File: config.mk
export PLATFORM = sky130hd
export DESIGN_NAME = stdp_synapse_flat
export DESIGN_NICKNAME = d
export VERILOG_FILES = /design/src/rtl/stdp_pkg.sv /design/src/rtl/stdp_synapse_if.sv /design/src/rtl/stdp_trace.sv /design/src/rtl/stdp_synapse.sv /design/src/flat_wrapper.sv
export SDC_FILE = /design/constraint.sdc
export NUM_CORES = 1
export LEC_CHECK = 0
export BUFFER_PORTS_ARGS = -buffer_cell sky130_fd_sc_hd__buf_2
export CAP_MARGIN = 30
export CORE_MARGIN = 10
export CORE_UTILIZATION = 55
export DETAILED_ROUTE_END_ITERATION = 7
export PLACE_DENSITY = 0.77
export SETUP_SLACK_MARGIN = 0.3
export SYNTH_ARGS = -nofsm -noshare
export SYNTH_HDL_FRONTEND = slang
export SYNTH_HIERARCHICAL = 1
export SYNTH_SLANG_ARGS = --single-unit
File: constraint.sdc
create_clock -name clk -period 11.2 [get_ports clk]
set_input_delay 1.68 -clock clk [delete_from_list [all_inputs] [get_ports clk]]
set_output_delay 1.68 -clock clk [all_outputs]
set_load 0.1 [all_outputs]
File: src/rtl/stdp_pkg.sv
// STDP synapse shared constants.
// Window, amplitude bins and the A(dt) lookup.
package stdp_pkg;

    localparam logic [7:0] W_INIT_DEF = 8'd128;
    localparam int         WINDOW_DEF = 16;

    localparam logic [7:0] A_BIN0 = 8'd16;
    localparam logic [7:0] A_BIN1 = 8'd8;
    localparam logic [7:0] A_BIN2 = 8'd4;
    localparam logic [7:0] A_BIN3 = 8'd2;

    localparam logic [7:0] DT_BIN1    = 8'd4;
    localparam logic [7:0] DT_BIN2    = 8'd8;
    localparam logic [7:0] DT_BIN3    = 8'd12;
    localparam logic [7:0] DT_BIN_END = 8'd16;

    function automatic logic [7:0] stdp_amp(input logic [7:0] dt);
        logic [7:0] a;
        a = 8'd0;
        if (dt == 8'd0)
            a = 8'd0;
        else if (dt < DT_BIN1)
            a = A_BIN0;
        else if (dt < DT_BIN2)
            a = A_BIN1;
        else if (dt < DT_BIN3)
            a = A_BIN2;
        else if (dt < DT_BIN_END)
            a = A_BIN3;
        return a;
    endfunction

endpackage

File: src/rtl/stdp_synapse_if.sv
// STDP synapse signal bundle.
// Master drives spikes and load, slave returns weight.
interface stdp_synapse_if;

    logic       pre_spike;
    logic       post_spike;
    logic       learn_en;
    logic       w_load;
    logic [7:0] w_load_val;
    logic [7:0] weight;
    logic       w_upd;
    logic       dw_dir;
    logic [3:0] time_diff;

    modport master (
        output pre_spike,
        output post_spike,
        output learn_en,
        output w_load,
        output w_load_val,
        input  weight,
        input  w_upd,
        input  dw_dir,
        input  time_diff
    );

    modport slave (
        input  pre_spike,
        input  post_spike,
        input  learn_en,
        input  w_load,
        input  w_load_val,
        output weight,
        output w_upd,
        output dw_dir,
        output time_diff
    );

endinterface

File: src/rtl/stdp_trace.sv
// Spike trace: saturating age counter with live flag.
// A trace stays pairable until consumed or aged out.
module stdp_trace
    import stdp_pkg::*;
#(
    parameter int WINDOW = WINDOW_DEF,
    parameter int AW     = $clog2(WINDOW + 2)
) (
    input  logic          clk,
    input  logic          rst,
    input  logic          spike,
    input  logic          consume,
    input  logic          clear,
    output logic          live,
    output logic [AW-1:0] dt
);

    localparam logic [AW-1:0] AGE_MAX = AW'(WINDOW);

    logic [AW-1:0] age;
    logic          valid;

    // Age restarts on a spike; otherwise counts up to the expired value.
    always_ff @(posedge clk) begin
        if (rst || clear) begin
            age   <= AGE_MAX;
            valid <= 1'b0;
        end else if (spike) begin
            age   <= '0;
            valid <= 1'b1;
        end else begin
            if (age < AGE_MAX)
                age <= age + AW'(1);
            if (consume)
                valid <= 1'b0;
        end
    end

    // dt as seen by a spike sampled on the coming edge.
    assign dt   = age + AW'(1);
    assign live = valid && (dt < AGE_MAX);

endmodule

File: src/rtl/stdp_synapse.sv
// Pair-based STDP synapse with nearest-neighbour pairing.
// Saturating 8-bit weight, one-cycle update latency.
module stdp_synapse
    import stdp_pkg::*;
#(
    parameter logic [7:0] W_INIT = W_INIT_DEF,
    parameter int         WINDOW = WINDOW_DEF
) (
    input  logic           clk,
    input  logic           rst,
    stdp_synapse_if.slave  bus
);

    localparam int AW = $clog2(WINDOW + 2);

    logic          pre_live;
    logic          post_live;
    logic [AW-1:0] pre_dt;
    logic [AW-1:0] post_dt;
    logic          pot;
    logic          dep;
    logic [AW-1:0] sel_dt;
    logic [7:0]    amp;
    logic [8:0]    sum;
    logic [8:0]    diff;
    logic [7:0]    w_next;

    logic [7:0]    weight_q;
    logic          w_upd_q;
    logic          dir_q;
    logic [3:0]    td_q;

    stdp_trace #(
        .WINDOW (WINDOW),
        .AW     (AW)
    ) u_pre_trace (
        .clk     (clk),
        .rst     (rst),
        .spike   (bus.pre_spike),
        .consume (pot),
        .clear   (bus.w_load),
        .live    (pre_live),
        .dt      (pre_dt)
    );

    stdp_trace #(
        .WINDOW (WINDOW),
        .AW     (AW)
    ) u_post_trace (
        .clk     (clk),
        .rst     (rst),
        .spike   (bus.post_spike),
        .consume (dep),
        .clear   (bus.w_load),
        .live    (post_live),
        .dt      (post_dt)
    );

    // Pair detection and saturating weight arithmetic.
    always_comb begin
        pot = bus.learn_en && !bus.w_load
            && bus.post_spike && !bus.pre_spike
            && pre_live;
        dep = bus.learn_en && !bus.w_load
            && bus.pre_spike && !bus.post_spike
            && post_live;
        sel_dt = pot ? pre_dt : post_dt;
        amp    = stdp_amp(8'(sel_dt));
        sum    = {1'b0, weight_q} + {1'b0, amp};
        diff   = {1'b0, weight_q} - {1'b0, amp};
        w_next = weight_q;
        if (pot)
            w_next = sum[8] ? 8'hFF : sum[7:0];
        else if (dep)
            w_next = diff[8] ? 8'h00 : diff[7:0];
    end

    // Weight and update-status registers; load beats learning.
    always_ff @(posedge clk) begin
        if (rst) begin
            weight_q <= W_INIT;
            w_upd_q  <= 1'b0;
            dir_q    <= 1'b0;
            td_q     <= 4'd0;
        end else if (bus.w_load) begin
            weight_q <= bus.w_load_val;
            w_upd_q  <= 1'b0;
        end else begin
            weight_q <= w_next;
            w_upd_q  <= pot | dep;
            if (pot | dep) begin
                dir_q <= pot;
                td_q  <= 4'(sel_dt);
            end
        end
    end

    assign bus.weight    = weight_q;
    assign bus.w_upd     = w_upd_q;
    assign bus.dw_dir    = dir_q;
    assign bus.time_diff = td_q;

endmodule

File: src/flat_wrapper.sv
// flat-port wrapper written by rule: the top's interface ports become plain ports
module stdp_synapse_flat import stdp_pkg::*;
#(
    parameter logic [7:0] W_INIT = W_INIT_DEF,
    parameter int         WINDOW = WINDOW_DEF
)
  (clk, rst, bus_pre_spike, bus_post_spike, bus_learn_en, bus_w_load, bus_w_load_val, bus_weight, bus_w_upd, bus_dw_dir, bus_time_diff);
  stdp_synapse_if bus_i ();
  input  logic clk;
  input  logic rst;
  input wire logic [$bits(bus_i.pre_spike)-1:0] bus_pre_spike;
  input wire logic [$bits(bus_i.post_spike)-1:0] bus_post_spike;
  input wire logic [$bits(bus_i.learn_en)-1:0] bus_learn_en;
  input wire logic [$bits(bus_i.w_load)-1:0] bus_w_load;
  input wire logic [$bits(bus_i.w_load_val)-1:0] bus_w_load_val;
  output wire logic [$bits(bus_i.weight)-1:0] bus_weight;
  output wire logic [$bits(bus_i.w_upd)-1:0] bus_w_upd;
  output wire logic [$bits(bus_i.dw_dir)-1:0] bus_dw_dir;
  output wire logic [$bits(bus_i.time_diff)-1:0] bus_time_diff;
  assign bus_i.pre_spike = bus_pre_spike;
  assign bus_i.post_spike = bus_post_spike;
  assign bus_i.learn_en = bus_learn_en;
  assign bus_i.w_load = bus_w_load;
  assign bus_i.w_load_val = bus_w_load_val;
  assign bus_weight = bus_i.weight;
  assign bus_w_upd = bus_i.w_upd;
  assign bus_dw_dir = bus_i.dw_dir;
  assign bus_time_diff = bus_i.time_diff;
  stdp_synapse #(.W_INIT(W_INIT), .WINDOW(WINDOW)) u_core (.clk(clk), .rst(rst), .bus(bus_i));
endmodule
==> results of run 1 <==
-- cell type report --
cell class,instances,area (um2),share of cell area
flip-flops and latches,26,520,0.250
multi-input cells,173,1260,0.604
well taps,46,57.6,0.0276
repair buffers,27,135,0.0648
inverters,16,60.1,0.0288
clock buffers,3,22.5,0.0108
clock inverters,1,30.0,0.0144
-- report_power, final --
| part | switching (mW) | leakage [nW] | total, mW | internal, mW |
|---|---|---|---|---|
| registers | 0.00551 | 0.212 | 0.101 | 0.0959 |
| logic | 0.0382 | 0.647 | 0.0535 | 0.0154 |
| clock network | 0.0303 | 0.0279 | 0.0665 | 0.0362 |
-- worst max-delay path, cell delays in order --
cell       delay [ns]
buf_2            0.37
inv_2            0.12
nand3_4          0.21
mux2i_1          0.50
nand2b_1         0.22
fa_1             0.47
a21o_1           0.22
a2111oi_2        0.40
mux2i_1          0.24
o211a_1          0.15
o21ai_1          0.06
-- per-stage QoR --
step | worst slack [ns] | area [um2] | util | total power, mW | std cells
finish | 6.81 | 2080 | 0.620 | 0.221 | 292
global route | 6.56 | 2080 | 0.620 | 0.232 | 292
CTS | 6.82 | 2080 | 0.620 | 0.223 | 292
detailed placement | 6.44 | 2030 | 0.604 | 0.157 | 288
global placement | 6.54 | 2030 | 0.604 | 0.156 | 288
floorplan | 6.96 | 1920 | - | 0.148 | 225
-- Yosys cell counts, types with 2 or more instances --
cell type / number / area (um2)
nor2b_1: 5 / 31.3
nor2_1: 35 / 131
and2_1: 2 / 12.5
dfxtp_1: 26 / 521
nand2b_1: 4 / 25.0
clkbuf_1: 3 / 11.3
and3_1: 2 / 12.5
or4_1: 2 / 15.0
nand2_1: 6 / 22.5
ha_1: 12 / 150
a31oi_1: 2 / 12.5
a21oi_1: 13 / 65.1
nand3_1: 3 / 15.0
buf_6: 2 / 22.5
a311oi_1: 5 / 43.8
or3_1: 4 / 25.0
xnor2_1: 5 / 43.8
inv_1: 15 / 56.3
a22oi_1: 2 / 15.0
nor3_1: 9 / 45.0
fa_1: 2 / 40.0
a21o_1: 3 / 22.5
mux2i_1: 7 / 70.1
a211oi_1: 7 / 52.6
buf_2: 3 / 15.0
nand3_2: 2 / 20.0
o21ai_1: 7 / 35.0
xor2_1: 7 / 61.3
-- cells by family (layout without fill, tap and decap cells) --
logic type	count (synthesis)	in the layout	share of synthesized area
compound gates	55	55	0.212
xor+xnor	12	12	0.0547
fa+ha+maj	14	14	0.0990
buf+inv	26	47	0.0742
flops	26	26	0.271
mux	7	7	0.0365
simple gates	85	85	0.253
-- sequential cells by signal, indices dropped and copies added (netlist names) --
signal / count
u_core/bus.weight: 8
u_core/u_post_trace/age: 5
u_core/u_pre_trace/age: 5
u_core/bus.time_diff: 4
u_core/bus.dw_dir: 1
u_core/bus.w_upd: 1
u_core/u_post_trace/valid: 1
u_core/u_pre_trace/valid: 1
-- how the worst min path moves through the flow --
stage / start / end / slack, ns / cells after the start
floorplan: u_core/u_post_trace/valid$_SDFFE_PP0P_ / u_core/u_post_trace/valid$_SDFFE_PP0P_ / 0.48 / 2
global placement: u_core/bus.dw_dir$_SDFFE_PP0P_ / u_core/bus.dw_dir$_SDFFE_PP0P_ / 0.47 / 2
detailed placement: u_core/bus.dw_dir$_SDFFE_PP0P_ / u_core/bus.dw_dir$_SDFFE_PP0P_ / 0.47 / 2
CTS: u_core/bus.dw_dir$_SDFFE_PP0P_ / u_core/bus.dw_dir$_SDFFE_PP0P_ / 0.49 / 2
global route: u_core/u_pre_trace/valid$_SDFFE_PP0P_ / u_core/u_pre_trace/valid$_SDFFE_PP0P_ / 0.55 / 2
finish: u_core/bus.dw_dir$_SDFFE_PP0P_ / u_core/bus.dw_dir$_SDFFE_PP0P_ / 0.49 / 2
-- routing by layer --
metal | global-route usage | vias to the layer above
met2 | 0.212 | 45
met5 | 0 | -
met3 | 0.0383 | 4
met1 | 0.186 | 734
met4 | 0.0358 | 0
li1 | - | 848
==> reports/metrics.cfg, run 1 <==
[sta]
slew_viol_final=0
finalSetupViolations=0
whs_ns=0.491
max_freq_ghz=0.228
fin_crit_ns=4.39
rsz0062_at_grt=no
period_share=0.392
tightest_slew_ns=0.493
slew_headroom=0.662
finalSetupTns_ns=0
finalHoldViolCount=0
skew_ns=0.00159

[route]
met1_length_mm=2.08
wl_met2_mm=2.01
routed.top_layer=met4
antenna_left=0
drt_iter0_markers=124
drc=0
routed_via_density=5.59
routedWlPerCell_um=15.0
wl_met3_um=240
route.vias.total=1631
first_pass_iters=4
drt_wl_total_mm=4.37

[global_routing]
antenna_found_initial=0
grtUsageTotal=0.139
grt_max_degree=22
globalRouteOverflowTotal=0
grt_pass1_wl_mm=7.16
grt_pass1_vias=1546

[critical_path]
reg2reg_depth=14
critPathMaxFanout=21
cp-startpoint=bus_w_load
cp-end-kind=flip-flop
reg2reg_to=u_core/bus.weight[7]$_SDFFE_PP1P_
r2r_slack_ns=7.18
crit_type=in2reg
crit_arrival_ns=4.64
timing.rr.start=u_core/u_pre_trace/age[0]$_SDFFE_PP0N_
required_ns=11.44
cp-endpoint=u_core/bus.weight[7]$_SDFFE_PP1P_
start_kind=input port

[place]
portBuffers=27
place_congestion=0.910
hpwl_mm=3.26

[yosys]
synth.net_count=253
syn_inst=225
yosysWarnings=6
async_flop_share=0
ys_seq_area_frac=0.271
avgSynthCellArea_um2=8.54
synth_edf_count=0
synthesis.area_mm2=0.00192
yosys.cell_types.count=58
synth_flop_cell=dfxtp_1
synth-seq-cells=26

[cells_and_area]
drive_gt1_frac=0.183
fin_nets=275
syn_to_final_growth_pct=8.46
layout_common_cells=nor2_1 (35), buf_2 (27), dfxtp_1 (26)
num_antenna_cells=0
nFillCells=331
final_common_cell=nor2_1

[floorplan]
die_x_um=79.1
rows=21
die-area_mm2=0.00626
die_h_um=79.1
io_pins=28
core_mm2=0.00336
start_util=0.571

[cts]
clk_latency_ns=0.33
cts_tree=yes
cts.sinks=26
clockBufferDepth=2
cts_hold_buf=0
path_clk_slew_ns=0.15
cts-root-buf=clkbuf_4
h-tree-depth=1
post_cts_buffers=0
cts_resized=0
numCtsBuffers=3

[power_and_ir_drop]
ir_drop_uv=77.8
p_per_area_mw_per_mm2=106
p_leak_nw=0.888

[outcome]
status=finished clean

[min_path]
hold_path_class=reg2reg

[run]
cap_viol_max_count=0

(Power assumes the default switching activity.)
==> inputs of run 2 (changes only) <==
--- a/config.mk
+++ b/config.mk
@@ -8,7 +8,7 @@
 export BUFFER_PORTS_ARGS = -buffer_cell sky130_fd_sc_hd__buf_2
 export CAP_MARGIN = 30
 export CORE_MARGIN = 10
-export CORE_UTILIZATION = 55
+export CORE_UTILIZATION = 52
 export DETAILED_ROUTE_END_ITERATION = 7
 export PLACE_DENSITY = 0.77
 export SETUP_SLACK_MARGIN = 0.3
==> constraint.sdc (replaced) <==
create_clock -name clk -period 3.9 [get_ports clk]
set_input_delay 0.585 -clock clk [delete_from_list [all_inputs] [get_ports clk]]
set_output_delay 0.585 -clock clk [all_outputs]
set_load 0.1 [all_outputs]
==> run 2 against run 1 <==
Effect of this change:
- global-route usage increased by 0.54 points
- clock-buffer cell count increased by 1
- clock skew increased by 0.0050 ns
- sequential power increased to 2.9 times the previous value
- utilization increased by 1.8 points
- register-to-register slack got worse by 6.9 ns
- flip-flop and latch count unchanged
- worst setup slack got worse by 6.5 ns
- worst hold slack got worse by 0.0018 ns
- die area increased by 4.3%
- critical path type is now reg2reg
==> reports/metrics.cfg, run 2 (same netlist as run 1, synthesis figures left out) <==
[outcome]
status=finished clean

[cts]
cts_tree=yes
cts-root-buf=clkbuf_8
h-tree-depth=1
path_clk_slew_ns=0.09
cts.sinks=26
clk_latency_ns=0.27
numCtsBuffers=3
clockBufferDepth=2
cts_hold_buf=0

[floorplan]
rows=22
die_h_um=80.8
io_pins=28
core_mm2=0.00361
die_x_um=80.8
die-area_mm2=0.00653
start_util=0.533

[sta]
period_share=0.917
rsz0062_at_grt=yes
tightest_slew_ns=0.540
max_freq_ghz=0.280
slew_headroom=0.640
finalHoldViolCount=0
slew_viol_final=0
finalSetupViolations=0
fin_crit_ns=3.58
skew_ns=0.00658
setup_ws_ns=0.324
whs_ns=0.489
finalSetupTns_ns=0

[critical_path]
start_kind=flip-flop
critPathMaxStageDelay_ns=0.37
cp-end-kind=flip-flop
critPathSlowestCell=dfxtp_4
cp_num_buf_inv=1
critPathTopFamily=adder cells
required_ns=4.06
crit_top_cell=ha_4
critPathMaxFanout=7
crit_type=reg2reg
crit_arrival_ns=3.74
crit_chain=ha_4 -> and3_4 -> ha_4 -> and2_1 -> and3b_4 -> nand3_4 -> nor3b_2 -> a31oi_2 -> nor2_2 -> ha_2 -> inv_2 -> fa_2 -> a21o_1 -> a2111oi_4 -> mux2i_1 -> o211a_1 -> o21ai_2

[power_and_ir_drop]
p_sw_uw=215
pwr-share-seq=0.462
p_int_uw=415
p_sw_frac=0.341
clockPowerShare=0.275
comb_power_share=0.263
p_per_area_mw_per_mm2=274
ir_drop_uv=152
p_leak_nw=0.954

[route]
drt_wl_total_mm=4.80
drt_iter0_markers=127
first_pass_iters=4
drc=0
route.vias.total=1751
routedWlPerCell_um=15.6
routed_via_density=5.70
antenna_left=0

[place]
pre_cts_slack_ns=0.133
place_congestion=0.905
hpwl_mm=3.43
place_area_mm2=0.00207
dp.cells=294
portBuffers=27

[run]
cap_viol_max_count=0

[global_routing]
globalRouteOverflowTotal=0
grt_max_degree=21
grtUsageTotal=0.144
antenna_found_initial=0
grt_pass1_vias=1697
grt_pass1_wl_mm=7.72

[cells_and_area]
layoutNonFillerInstCount=307
syn_to_final_growth_pct=19.7
drive_gt1_frac=0.301
fin_area_mm2=0.00230
largest_reg_flops=8
fin_nets=288
layout_common_cells=nor2_1 (33), buf_2 (27), dfxtp_1 (24)
num_antenna_cells=0
final_common_cell=nor2_1

[min_path]
hold_path_class=reg2reg

==> run 2: cell types whose count changed in the layout (fill, tap and decap cells not counted), moves of 3 or more <==
cell	change
buf_4	+12
clkbuf_4	-3
clkbuf_8	+4
ha_1	-3
==> run 2: per-layer routing <==
metal  vias to the layer above  GRT usage  wire, um
li1                        871          -         -
met1                       829      0.175      2100
met2                        47      0.249      2410
met3                         4     0.0276       250
met4                         0     0.0467        46
met5                         -          0         0
==> run 2: path summary, 6_finish.rpt <==
kind / startpoint / slack, ns / to / cells after the start
min: u_core/bus.dw_dir$_SDFFE_PP0P_ / 0.49 / u_core/bus.dw_dir$_SDFFE_PP0P_ / 2
max reg2reg: u_core/u_pre_trace/age[1]$_SDFFE_PP0N_ / 0.32 / u_core/bus.weight[7]$_SDFFE_PP1P_ / 17
max: u_core/u_pre_trace/age[1]$_SDFFE_PP0N_ / 0.32 / u_core/bus.weight[7]$_SDFFE_PP1P_ / 17
min reg2reg: u_core/bus.dw_dir$_SDFFE_PP0P_ / 0.49 / u_core/bus.dw_dir$_SDFFE_PP0P_ / 2
==> run 2: power by group through the flow <==
stage / Combinational (mW) / Sequential [mW] / Clock [mW]
floorplan: 0.0828 / 0.341 / 0
global placement: 0.156 / 0.297 / 0
detailed placement: 0.156 / 0.297 / 0
CTS: 0.161 / 0.291 / 0.177
global route: 0.177 / 0.293 / 0.186
finish: 0.166 / 0.291 / 0.173
==> run 2: final cells by class <==
cell class / instances / area, um2
Inverter: 16 / 60.1
Timing Repair Buffer: 40 / 236
Tap cell: 48 / 60.1
Sequential cell: 26 / 526
Multi-Input combinational cell: 173 / 1360
Fill cell: 300 / 1310
Clock buffer: 4 / 55.1
==> run 2: repair_timing <==
item                                    4_1_cts  5_1_grt
pin swaps                                     7       13
endpoints found under the setup margin        6        8
resized for setup                             9       16
setup buffers                                 4        5
==> run 2: worst min-delay path: stages, from the launching register on <==
cell and delay [ns]:
dfxtp_1 0.32, nand2b_1 0.06, a21oi_1 0.06
==> run 2: stage by stage <==
step	total power [mW]	util
floorplan	0.424	-
global placement	0.453	0.574
detailed placement	0.453	0.574
CTS	0.629	0.609
global route	0.657	0.638
finish	0.630	0.638
